## src/rtl/nmi_bus_guard.sv

```systemverilog
// nmi_bus_guard
//   Registered NMI slice with a bus-timeout watchdog. It sits between the core's
//   nmi master and the address decode. Each core request is re-issued one cycle
//   later on the m_* side. If no slave answers within TIMEOUT_CYCLES, the core
//   access completes with ERR_RDATA and the fault is logged, so a bad address
//   can never hang the core.
//
//   Handshake: the core holds s_valid_i and its fields until a one-cycle
//   s_ready_o pulse. m_valid_o stays high, with its fields stable, until the
//   slave answers with m_ready_i or the watchdog expires. Only one access is
//   outstanding at any time. m_ready_i is ignored unless a request is pending.
//
// Parameters
//   TIMEOUT_CYCLES  cycles m_valid_o may wait for m_ready_i (0 = never time out)
//   ERR_RDATA       read data returned to the core on timeout
//   CNT_WIDTH       width of the saturating timeout counter
//
// Ports
//   clk_i, rst_n_i             clock, asynchronous active-low reset
//   s_valid_i/s_addr_i/s_wdata_i/s_wstrb_i   core request (wstrb 0 = read)
//   s_rdata_o, s_ready_o       core completion (ready is a one-cycle pulse)
//   m_valid_o/m_addr_o/m_wdata_o/m_wstrb_o   registered request to interconnect
//   m_rdata_i, m_ready_i       slave completion
//   err_clr_i                  clears err_o (a timeout in the same cycle wins)
//   err_o, err_addr_o, err_cnt_o  sticky flag, last faulting address, count
//   irq_o                      one-cycle timeout interrupt, aligned with s_ready_o
//   dbg_state_o                current FSM state (IDLE=0, REQ=1, RESP=2)
//
// Build option
//   NMI_GUARD_IRQ_EN  when defined, irq_o pulses on each timeout; otherwise
//                     irq_o is tied low and no interrupt logic is built.

module nmi_bus_guard #(
  parameter int unsigned TIMEOUT_CYCLES = 1024,
  parameter logic [31:0] ERR_RDATA      = 32'hDEAD_BEEF,
  parameter int unsigned CNT_WIDTH      = 8
) (
  input  logic                 clk_i,
  input  logic                 rst_n_i,
  input  logic                 s_valid_i,
  input  logic [31:0]          s_addr_i,
  input  logic [31:0]          s_wdata_i,
  input  logic [3:0]           s_wstrb_i,
  output logic [31:0]          s_rdata_o,
  output logic                 s_ready_o,
  output logic                 m_valid_o,
  output logic [31:0]          m_addr_o,
  output logic [31:0]          m_wdata_o,
  output logic [3:0]           m_wstrb_o,
  input  logic [31:0]          m_rdata_i,
  input  logic                 m_ready_i,
  input  logic                 err_clr_i,
  output logic                 err_o,
  output logic [31:0]          err_addr_o,
  output logic [CNT_WIDTH-1:0] err_cnt_o,
  output logic                 irq_o,
  output logic [1:0]           dbg_state_o
);

  typedef enum logic [1:0] {
    IDLE = 2'd0,
    REQ  = 2'd1,
    RESP = 2'd2
  } state_t;

  // The wait counter only needs to reach TIMEOUT_CYCLES-1.
  localparam int unsigned WAIT_W = (TIMEOUT_CYCLES > 1) ? $clog2(TIMEOUT_CYCLES) : 1;
  localparam logic [WAIT_W-1:0] WAIT_LAST =
    (TIMEOUT_CYCLES == 0) ? '0 : WAIT_W'(TIMEOUT_CYCLES - 1);
  localparam bit TIMEOUT_EN = (TIMEOUT_CYCLES != 0);

  state_t            state;
  logic [WAIT_W-1:0] wait_cnt;
  logic              timeout_fire;

  // A slave answer in the last allowed cycle beats the watchdog.
  assign timeout_fire = TIMEOUT_EN && (state == REQ) && !m_ready_i &&
                        (wait_cnt == WAIT_LAST);

  assign dbg_state_o = state;

  always_ff @(posedge clk_i or negedge rst_n_i) begin
    if (!rst_n_i) begin
      state      <= IDLE;
      wait_cnt   <= '0;
      m_valid_o  <= 1'b0;
      m_addr_o   <= '0;
      m_wdata_o  <= '0;
      m_wstrb_o  <= '0;
      s_ready_o  <= 1'b0;
      s_rdata_o  <= '0;
      err_o      <= 1'b0;
      err_addr_o <= '0;
      err_cnt_o  <= '0;
    end else begin
      case (state)
        IDLE: begin
          if (s_valid_i) begin
            m_addr_o  <= s_addr_i;
            m_wdata_o <= s_wdata_i;
            m_wstrb_o <= s_wstrb_i;
            wait_cnt  <= '0;
            m_valid_o <= 1'b1;
            state     <= REQ;
          end
        end
        REQ: begin
          if (m_ready_i) begin
            s_rdata_o <= m_rdata_i;
            m_valid_o <= 1'b0;
            s_ready_o <= 1'b1;
            state     <= RESP;
          end else if (timeout_fire) begin
            s_rdata_o  <= ERR_RDATA;
            err_addr_o <= m_addr_o;
            if (err_cnt_o != {CNT_WIDTH{1'b1}}) begin
              err_cnt_o <= err_cnt_o + 1'b1;
            end
            m_valid_o  <= 1'b0;
            s_ready_o  <= 1'b1;
            state      <= RESP;
          end else begin
            wait_cnt <= wait_cnt + 1'b1;
          end
        end
        RESP: begin
          // s_rdata_o keeps the returned value after the pulse.
          s_ready_o <= 1'b0;
          state     <= IDLE;
        end
        default: begin
          m_valid_o <= 1'b0;
          s_ready_o <= 1'b0;
          state     <= IDLE;
        end
      endcase

      // Set has priority over clear so a coincident timeout is never lost.
      if (timeout_fire) begin
        err_o <= 1'b1;
      end else if (err_clr_i) begin
        err_o <= 1'b0;
      end
    end
  end

`ifdef NMI_GUARD_IRQ_EN
  always_ff @(posedge clk_i or negedge rst_n_i) begin
    if (!rst_n_i) begin
      irq_o <= 1'b0;
    end else begin
      irq_o <= timeout_fire;
    end
  end
`else
  assign irq_o = 1'b0;
`endif

endmodule
```

## config.mk

```make
export PLATFORM = sky130hd
export DESIGN_NAME = nmi_bus_guard
export DESIGN_NICKNAME = d
export VERILOG_FILES = /design/src/rtl/nmi_bus_guard.sv
export SDC_FILE = /design/constraint.sdc
export NUM_CORES = 1
export LEC_CHECK = 0
export CAP_MARGIN = 10
export CORE_MARGIN = 2
export CORE_UTILIZATION = 46
export DETAILED_ROUTE_END_ITERATION = 12
export GPL_TIMING_DRIVEN = 0
export PLACE_DENSITY = 0.85
export SETUP_SLACK_MARGIN = 0.05
export SYNTH_ARGS = -nofsm -noshare
export SYNTH_HDL_FRONTEND = slang
export SYNTH_SLANG_ARGS = --single-unit
```

## constraint.sdc

```tcl
create_clock -name clk_i -period 4.07 [get_ports clk_i]
set_input_delay 1.221 -clock clk_i [delete_from_list [all_inputs] [get_ports clk_i]]
set_output_delay 1.221 -clock clk_i [all_outputs]
set_load 0.01 [all_outputs]
```

### After elaboration in Yosys (flattened, before gate mapping)

Index checks and enable logic that the tools add are counted.

| word-level totals | value |
|---|---|
| register bits after elaboration | 155 |
| input port bits | 105 |
| word-level logic and storage cells | 58 |

| cells by class | value |
|---|---|
| equality and inequality tests | 8 |
| add/sub/neg operators | 2 |
| multiplexer cells | 19 |
| reduce and logical (&&, ||, !) cells | 15 |
| bitwise operators | 3 |

Operators with widths:

| operator | number |
|---|---|
| 32-bit two-way mux | 2 |
| 10-bit two-way mux | 3 |
| 10-bit case mux with 2 select lines | 1 |
| 10-bit by 1-bit adder with 10-bit output (second input constant) | 1 |
| 10-bit == test (second input constant) | 1 |
| 8-bit by 1-bit adder with 8-bit output (second input constant) | 1 |
| 8-bit inequality test (second input constant) | 1 |
| 2-bit AND reduction | 4 |
| 4-bit AND reduction | 2 |
| 1-bit two-way mux | 7 |
| 2-bit two-way mux | 3 |
| 2-bit inequality test (second input constant) | 3 |
| 3-bit AND reduction | 2 |
| 2-bit nonzero test | 3 |
| 2-bit case mux with 2 select lines | 1 |
| 3-bit inequality test (second input constant) | 1 |
| 1-bit NOT | 3 |
| 1-bit case mux with 3 select lines | 1 |
| 2-bit by 1-bit == test with 1-bit output (second input constant) | 1 |
| 2-bit == test (second input constant) | 1 |
| 1-bit logical AND | 2 |
| 2-bit zero test | 1 |
| 1-bit case mux with 2 select lines | 1 |
| 1-bit zero test | 1 |

### Logic depth before layout (Yosys ltp)

Gate-level depths: netlist of the first run.

| logic depth | value |
|---|---|
| depth in word-level cells | 6 |
| depth in mapped cells | 7 |
| mapped depth without buffers | 5 |

### Worst setup path after synthesis of the first run

Ideal clock, no wire load.

| timing | value |
|---|---|
| path type | input to register |
| start point | in m_ready_i |
| end point | reg err_cnt_o[1] |
| cell stages on the path | 5 |
| path slack | 1420 ps |
| arrival time | 2523 ps |
| setup time | 128 ps |
| data required time | 3942 ps |
| cells stage by stage | or3b_1 > buf_2 > nor4_4 > and2_1 > mux2_1 |

| between the ends | value |
|---|---|
| cells in the longest elaborated chain, start to end | 4 |
| elaborated cells on any way between the ends | 5 |

RTL lines:

| element | line | text |
|---|---|---|
| start, declared | 51 | `input logic m_ready_i,` |
| 1-bit zero test | 77 | `assign timeout_fire = TIMEOUT_EN && (state == REQ) && !m_ready_i &&` |
| 1-bit logical AND (2 in a row) | 77 |  |
| 4-bit AND reduction (no source line) * | n/a |  |
| end signal, assigned | 117 | `err_cnt_o <= err_cnt_o + 1'b1;` |
| end, declared | 55 | `output logic [CNT_WIDTH-1:0] err_cnt_o,` |

Mark *: on every way between the ends. The rest lies on a longest branch, timed or not.
A chain may end at the register's enable or synchronous reset.

### Worst setup path in the final report of the first run

| timing | value |
|---|---|
| start point | in m_ready_i |
| end point | reg err_addr_o[27] |

| between the ends | value |
|---|---|
| cells in the longest elaborated chain, start to end | 4 |
| elaborated cells on any way between the ends | 5 |

RTL lines:

| element | line | text |
|---|---|---|
| 1-bit zero test | 77 |  |
| 1-bit logical AND (2 in a row) | 77 |  |
| 3-bit AND reduction (no source line) * | n/a |  |
| end signal, assigned | 115 | `err_addr_o <= m_addr_o;` |
| end, declared | 54 | `output logic [31:0] err_addr_o,` |

Marks and branches as above.

==> impl_results.md, run 1 <==
- Vias in the first global route: 5720
- Post-route DRC violation count: 0
- Leak: around 0.0046 µW
- Placed Cells: between 1000 and 1500
- Core area: ~13000 µm²
- Avg Synthesized Cell Area: just over 9 µm²
- Main flop type after synthesis: dfrtp_1
- Routed Wire Length: between 15000 and 20000 µm
- Final cell count without fillers: around 1100
- Maximum fanout along the worst path: 10
- Worst Skew: 0.00691 ns
- Critical Path AT: between 3 and 4 ns
- Int Pwr: about 4000 µW
- Worst skew pair latency: around 0.4 ns
- Register share of total power: 39.7%
- Yosys cell types: 37
- WL per Instance: approximately 16 µm
- Longest Clk Path Bufs: 2
- Die area: roughly 14000 µm²
- GRT met2 Usage: 44.9%
- Fin. Hold Viols: 0
- Antenna violations before repair: 0
- Pwr dens: 620 nW/µm²
- Width of the die: between 100 and 150 µm
- DP HPWL: roughly 13000 µm
- Sw Pwr: 1820 µW
- Most common cell in the netlist: nand2_1
- Commonest cells in the netlist: 372 x nand2_1, 155 x dfrtp_1, 30 x o21ai_0
- Tmin final: between 3 and 4 ns
- Rows: between 40 and 50
- Crit-path cells: clkdlybuf4s50_1 -> or3b_1 -> buf_2 -> nor4_4 -> clkbuf_1 -> nand2_1 -> nand2_1
- Buffers on Ports: 249
- Reg area: between 3000 and 4000 µm²
- Via count: between 5000 and 6000
- # diodes: 0
- Max-slew violations: 0
- Top cell family by delay on the critical path: buffers and inverters
- Max Clock Freq: between 300 and 400 MHz
- Critical path's largest stage delay: 0.48 ns
- Peak supply drop: ~0.42 mV
- Multiplexer share of the synthesized area: 0.368%
- Hold crit path type: register to register
- Initial Util: 46.6%
- Status: finished clean
- CTS Root Cell: clkbuf_16
- Unrepaired setup endpoints after global routing: no
- Layout cell share with drive strength beyond 1: approximately 4%
- Router iterations before antenna repair: 4
- Tcrit/Tclk final: between 70 and 80%
- Number of synthesized register bits: roughly 160
- Synth top area share: 63.4%
- Largest family of logic cells by synthesized area: simple AND/OR/NAND/NOR gates
- Rel. slew slack: just under 60%
- Antenna-violating nets left: 0
- GR Layer Usage met1: between 30% and 40%
- # clock sinks: 155
- FILL cells: roughly 990
- Syn nets: between 700 and 800
- Pin count of the biggest net entering global routing: 90
- Post-Synth Adder-Cell Area: less than 1%
- # IOs: 251
- Crit Path Class: input pin to register
- Hold_buf cts: 0
- Yosys Warn Count: 0
- CP dominant cell by count: nand2_1
- MaxCap Viol Count: 0
- Synth Area in XOR/XNOR: less than 1%
- Synth Cell Area: slightly above 6000 µm²
- Ys async rst share: between 90% and 100%
- Area Overhead vs Synth: 54.0%
- GRT busiest layer: met2
- TritonCTS clock tree: yes
- Yosys top cell by area: dfrtp_1
- Simple-gate share of the synthesized area: ~28%
- Slew @ Worst Pin: 0.621 ns
- Clock Power Share: ~26%
- Switching share of power: a little under a third
- Slowest CP cell: clkdlybuf4s50_1
- First-pass GRT wire length: just under 30000 µm
- Startpoint Class: input pin
- Compound-cell area share of the yosys netlist: under 10%
- Area contributors post-synth: dfrtp_1 63%, nand2_1 23%, o21ai_0 2.5%
- Setup Total Neg Slack: 0 ns
- CP Capture Type: register
- CTS clk-pin slew, worst paths: roughly 0.060 ns
- Via/cell ratio: 4.93
- DR iter-0 viols: between 400 and 500
- Routability cong.: 0.833
- GR Overflow Total: 0
- Worst Path Required: roughly 4.4 ns
- Sequential area share after synthesis: a little under two thirds
- Area of the multi-input gates: between 2000 and 2500 µm²
- GR Util met3: approximately 11%
- Post-CTS Setup Repair Bufs: 0
- # setup viols final: 0
- Layout Nets: approximately 1100
- Combinational power share: around 34%
- Design Power: between 5000 and 6000 µW
- Number of CTS-inserted buffers: 17
- Mapped Cells: between 600 and 700
- Max H-tree Level: 4
- Count of cells resized by post-cts repair: 0
- DIE HEIGHT: 119 µm
- CP Buf/Inv Count: 3
- Number of enable flip-flop cells after synthesis: 0
- Total GRT Usage: between 20% and 30%
[path summary, 6_finish.rpt]
path	startpoint	to	slack, ns	depth (start not counted)
worst max-delay path	m_ready_i	err_addr_o[27]	0.98	7
worst min-delay path	err_addr_o[16]	err_addr_o[16]	0.46	2
worst max register to register	wait_cnt[0]	err_addr_o[27]	1.66	6
worst min register to register	err_addr_o[16]	err_addr_o[16]	0.46	2
max in group asynchronous	rst_n_i	s_rdata_o[13]	2.44	2
min in group asynchronous	rst_n_i	s_rdata_o[0]	0.80	1
[worst reg2reg max path, delay by kind of cell, from the launching register on]
| kind | cells | cell delay [ns] |
|---|---|---|
| buf+inv | 1 | 0.47 |
| flops | 1 | 0.41 |
| simple gates | 4 | 1.26 |
| fa+ha+maj | 1 | 0.21 |
[placed cells by master, fill, tap and decap left out, types with 2 or more instances in the layout]
master           count
ha_1                 2
dfrtp_1            155
o21ai_0             30
nor2b_1              2
a21oi_1              4
a31oi_1              5
clkbuf_16           17
or4_1                2
nand3_1             19
nor3_1               5
and2_1               3
nor2_1               5
nand2_1            372
and4_1               3
xnor2_1              5
clkbuf_1            31
nand4_1              4
clkinv_2             3
buf_1                3
and3_1               3
o31ai_1              2
clkbuf_8             2
bufinv_16            2
inv_1                3
clkdlybuf4s50_1    248
buf_2                7
[per-layer routing]
layer	vias to the layer above	wire length, µm
li1	2676	-
met1	2649	6910
met2	245	8920
met3	17	1900
met4	0	258
met5	-	0
[final cells by class]
class,count,area share (%)
Multi-Input combinational cell,481,22.0
Tap cell,176,2.34
Sequential cell,155,41.2
Clock buffer,24,5.01
Clock inverter,7,0.970
Inverter,3,0.120
Timing Repair Buffer,250,26.8
Buffer,37,1.61
[state kept, by name (all words and copies together), names as in the netlist, 2 cells and up]
register,flops
err_addr_o,32
s_rdata_o,32
m_wdata_o,32
dbg_state_o,2
wait_cnt,10
err_cnt_o,8
m_addr_o,32
m_wstrb_o,4
[stage by stage]
| stage | utilization, % | setup WS [ns] | instance area (µm²) | hold WS, ns |
|---|---|---|---|---|
| 3_3_place_gp | 67.2 | -4.46 | 8830 | 0.448 |
| 5_1_grt | 71.7 | 0.806 | 9420 | 0.483 |
| 3_5_place_dp | 67.4 | 0.556 | 8860 | 0.456 |
| 6_report | 71.7 | 0.985 | 9420 | 0.464 |
| 2_1_floorplan | - | 1.42 | 6120 | 0.471 |
| 4_1_cts | 71.7 | 0.948 | 9420 | 0.468 |
[power groups by stage]
stage	clock [µW]	combinational (µW)	sequential [µW]
final	1510	2010	2320
after global routing	1620	2190	2380
after CTS	1540	2030	2320
after detailed placement	0	2010	2330
after global placement	0	1970	2310
after floorplan	0	528	2520
[logic make-up (layout without fill, tap and decap cells)]
kind of cell               after synthesis  count (layout)
xor gates and xnor gates                 6               6
other                                    1               1
buffers and inverters                   40             321
and+or+nand+nor                        424             424
DFF                                    155             155
muxes                                    2               2
adders and majority gates                2               2
AOI/OAI and AO/OA                       46              46
Power figures use the tool's default switching activity.
==> run 2, diff against run 1 <==
--- a/config.mk
+++ b/config.mk
@@ -7,10 +7,10 @@
 export LEC_CHECK = 0
 export CAP_MARGIN = 10
 export CORE_MARGIN = 2
-export CORE_UTILIZATION = 46
+export CORE_UTILIZATION = 39
 export DETAILED_ROUTE_END_ITERATION = 12
 export GPL_TIMING_DRIVEN = 0
-export PLACE_DENSITY = 0.85
+export PLACE_DENSITY = 0.77
 export SETUP_SLACK_MARGIN = 0.05
 export SYNTH_ARGS = -nofsm -noshare
 export SYNTH_HDL_FRONTEND = slang
==> constraint.sdc (replaced) <==
create_clock -name clk_i -period 2.5 [get_ports clk_i]
set_input_delay 0.75 -clock clk_i [delete_from_list [all_inputs] [get_ports clk_i]]
set_output_delay 0.75 -clock clk_i [all_outputs]
set_load 0.01 [all_outputs]
==> run 2 against run 1 <==
Count of clock-buffer cells in the layout down 2. Clock skew hardly changed. Wire length barely moved. Total power grew 64%. Cell area grew 1.0%. Combinational power up 63%. Sequential power up 62%. Utilization decreased by 9.3 points. Critical endpoint is now s_rdata_o[14]. Sequential share of layout area shrank 0.43 points. Via count decreased by 0.79%. Die area is 17% higher.
==> impl_results.md, run 2 (synthesized netlist as in run 1, its figures left out) <==
- Status: finished clean
- Via count: 5543 (-0.79%)
- # IOs: 251 (unchanged)
- Critical Path AT: 2.54 ns (-0.89 ns)
- Hold_ws: 0.301 ns (-0.163 ns)
- Switching share of power: 31.3% (+0.18 points)
- Vias in the first global route: 5575 (-2.5%)
- Router iterations before antenna repair: 4 (unchanged)
- Hold_buf cts: 0 (unchanged)
- Antenna-violating nets left: 0 (unchanged)
- Layout Nets: 1054 (+0.19%)
- Worst Skew: 0.00703 ns (+0.000119 ns)
- Total GRT Usage: 22.0% (-4.2 points)
- Final Util: 62.4% (-9.3 points)
- Buffers on Ports: 249 (unchanged)
- Int Pwr: 6580 µW (+64%)
- CP Capture Type: register
- DIE HEIGHT: 129 µm (+8.3%)
- First-pass GRT wire length: 28200 µm (-3.1%)
- Pin count of the biggest net entering global routing: 80 (-11%)
- DR iter-0 viols: 222 (-46%)
- DP HPWL: 12900 µm (-0.40%)
- GR Overflow Total: 0 (unchanged)
- # setup viols final: 0 (unchanged)
- Reg2Reg Setup Slack: 0.27 ns (-1.39 ns)
- CTS Root Cell: clkbuf_16
- Area Overhead vs Synth: 55.6%
- FILL cells: 1294 (+31%)
- Clock Power Share: 26.7% (+0.8 points)
- Crit Path Class: input pin to register
- MaxCap Viol Count: 0 (unchanged)
- Slew @ Worst Pin: 0.648 ns (+0.0265 ns)
- Sw Pwr: 3000 µW (+65%)
- Max Clock Freq: 447 MHz
- Leak: 0.00463 µW (+0.88%)
- Pwr dens: 1010 nW/µm² (+62%)
- Setup Total Neg Slack: 0 ns (unchanged)
- Longest Clk Path Bufs: 2 (unchanged)
- Combinational power share: 34.1% (-0.3 points)
- Tcrit/Tclk final: slightly below 90%
- Peak supply drop: 0.618 mV (+47%)
- Max H-tree Level: 4 (unchanged)
- Routability cong.: 0.784 (-5.8%)
- Worst skew pair latency: 0.42 ns (about the same)
- Worst Path Required: 2.80 ns (-1.62 ns)
- Initial Util: 40.1% (-6.5 points)
- Maximum fanout along the worst path: 10 (unchanged)
- Post-route DRC violation count: 0 (unchanged)
- Design Power: 9590 µW (+64%)
- Antenna violations before repair: 1 (+1)
- Final cell count without fillers: 1172 (+3.4%)
- Die area: 16700 µm² (+17%)
- CTS clk-pin slew, worst paths: 0.06 ns (about the same)
- Register share of total power: 39.2% (-0.5 points)
- Routed Wire Length: 18000 µm (about the same)
- TritonCTS clock tree: yes
- Core area: 15300 µm² (+16%)
- Width of the die: 129 µm (+8.3%)
- Unrepaired setup endpoints after global routing: no
- Startpoint Class: input pin
- Max-slew violations: 0 (unchanged)
- # clock sinks: 155 (unchanged)
- Placed Cells: 1137 (+3.2%)
- WL per Instance: 15.4 µm (-3.3%)
- Rows: 45 (+7.1%)
- Number of CTS-inserted buffers: 17 (unchanged)
- Rel. slew slack: 56.8% (-1.8 points)
- Worst R2R Path Depth: 7 (+1)
- Most common cell after layout, fill and taps aside: nand2_1
- Via/cell ratio: 4.73 (-4.1%)
- Leading cell types in the layout, fill and taps excluded: 372 x nand2_1, 247 x clkdlybuf4s50_1, 155 x dfrtp_1
- Tmin final: roughly 2.2 ns
- Layout cell share with drive strength beyond 1: 5.21% (+1.1 points)
- Fin. Hold Viols: 0 (unchanged)
- Hold crit path type: input pin to async pin
run 2: cell count changes in the layout (fill, tap and decap cells not counted):
cell / previous run / this run
buf_2: 7 / 6
buf_4: 1 / 4
buf_6: 1 / 0
buf_8: 0 / 1
clkbuf_1: 31 / 23
clkbuf_2: 0 / 5
clkbuf_8: 2 / 3
clkdlybuf4s50_1: 248 / 247
clkinvlp_4: 1 / 3
diode_2: 0 / 1
dlygate4sd2_1: 0 / 1
inv_6: 0 / 1
run 2: stage by stage:
stage	area, µm²	setup WS [ns]
after floorplan	6120	0.321
after global routing	9520	0.0781
after CTS	9520	0.247
final	9520	0.261
after global placement	8870	-5.75
after detailed placement	8900	-0.625
run 2: path summary, 6_finish.rpt:
path,from,end
hold reg to reg,err_addr_o[21],err_addr_o[21]
min in group clk_i,err_addr_o[21],err_addr_o[21]
setup / recovery,m_ready_i,s_rdata_o[14]
hold / removal,rst_n_i,err_addr_o[0]
max in group asynchronous,rst_n_i,err_addr_o[27]
setup reg to reg,wait_cnt[0],s_rdata_o[14]
run 2: metal layers:
metal / up-vias / wire length (µm) / global-route usage, %
met1: 2611 / 7230 / 25.6
met2: 232 / 8620 / 37.2
met4: 0 / 292 / 6.59
li1: 2679 / - / -
met3: 21 / 1850 / 9.33
met5: - / 0 / 0
run 2: power groups by stage:
stage | Combinational [µW] | Clock, µW | Sequential, µW
floorplan | 860 | 0 | 4100
global placement | 3240 | 0 | 3770
detailed placement | 3290 | 0 | 3790
CTS | 3320 | 2620 | 3760
global route | 3580 | 2750 | 3850
finish | 3270 | 2560 | 3760
run 2: what timing repair did:
action / 4_1_cts / 5_1_grt
buffers inserted: 2 / 0
resized for setup: 7 / 0
endpoints found under the setup margin: 67 / 0
run 2: worst max-delay path, stage by stage:
cell and delay [ns]:
dlygate4sd2_1 0.29, or3b_1 0.36, buf_2 0.17, or4_1 0.40
clkbuf_2 0.17, buf_2 0.21, nand3_1 0.11, nand2_1 0.08
run 2: cell type report:
class,count,area [µm²],area share [%]
buffer,37,160,1.68
tap,211,264,2.77
clock buffer,22,474,4.98
timing repair buffer,252,2540,26.7
sequential,155,3880,40.7
multi-input combinational,481,2070,21.8
clock inverter,10,115,1.21
antenna,1,2.50,0.0263
inverter,3,11.3,0.118
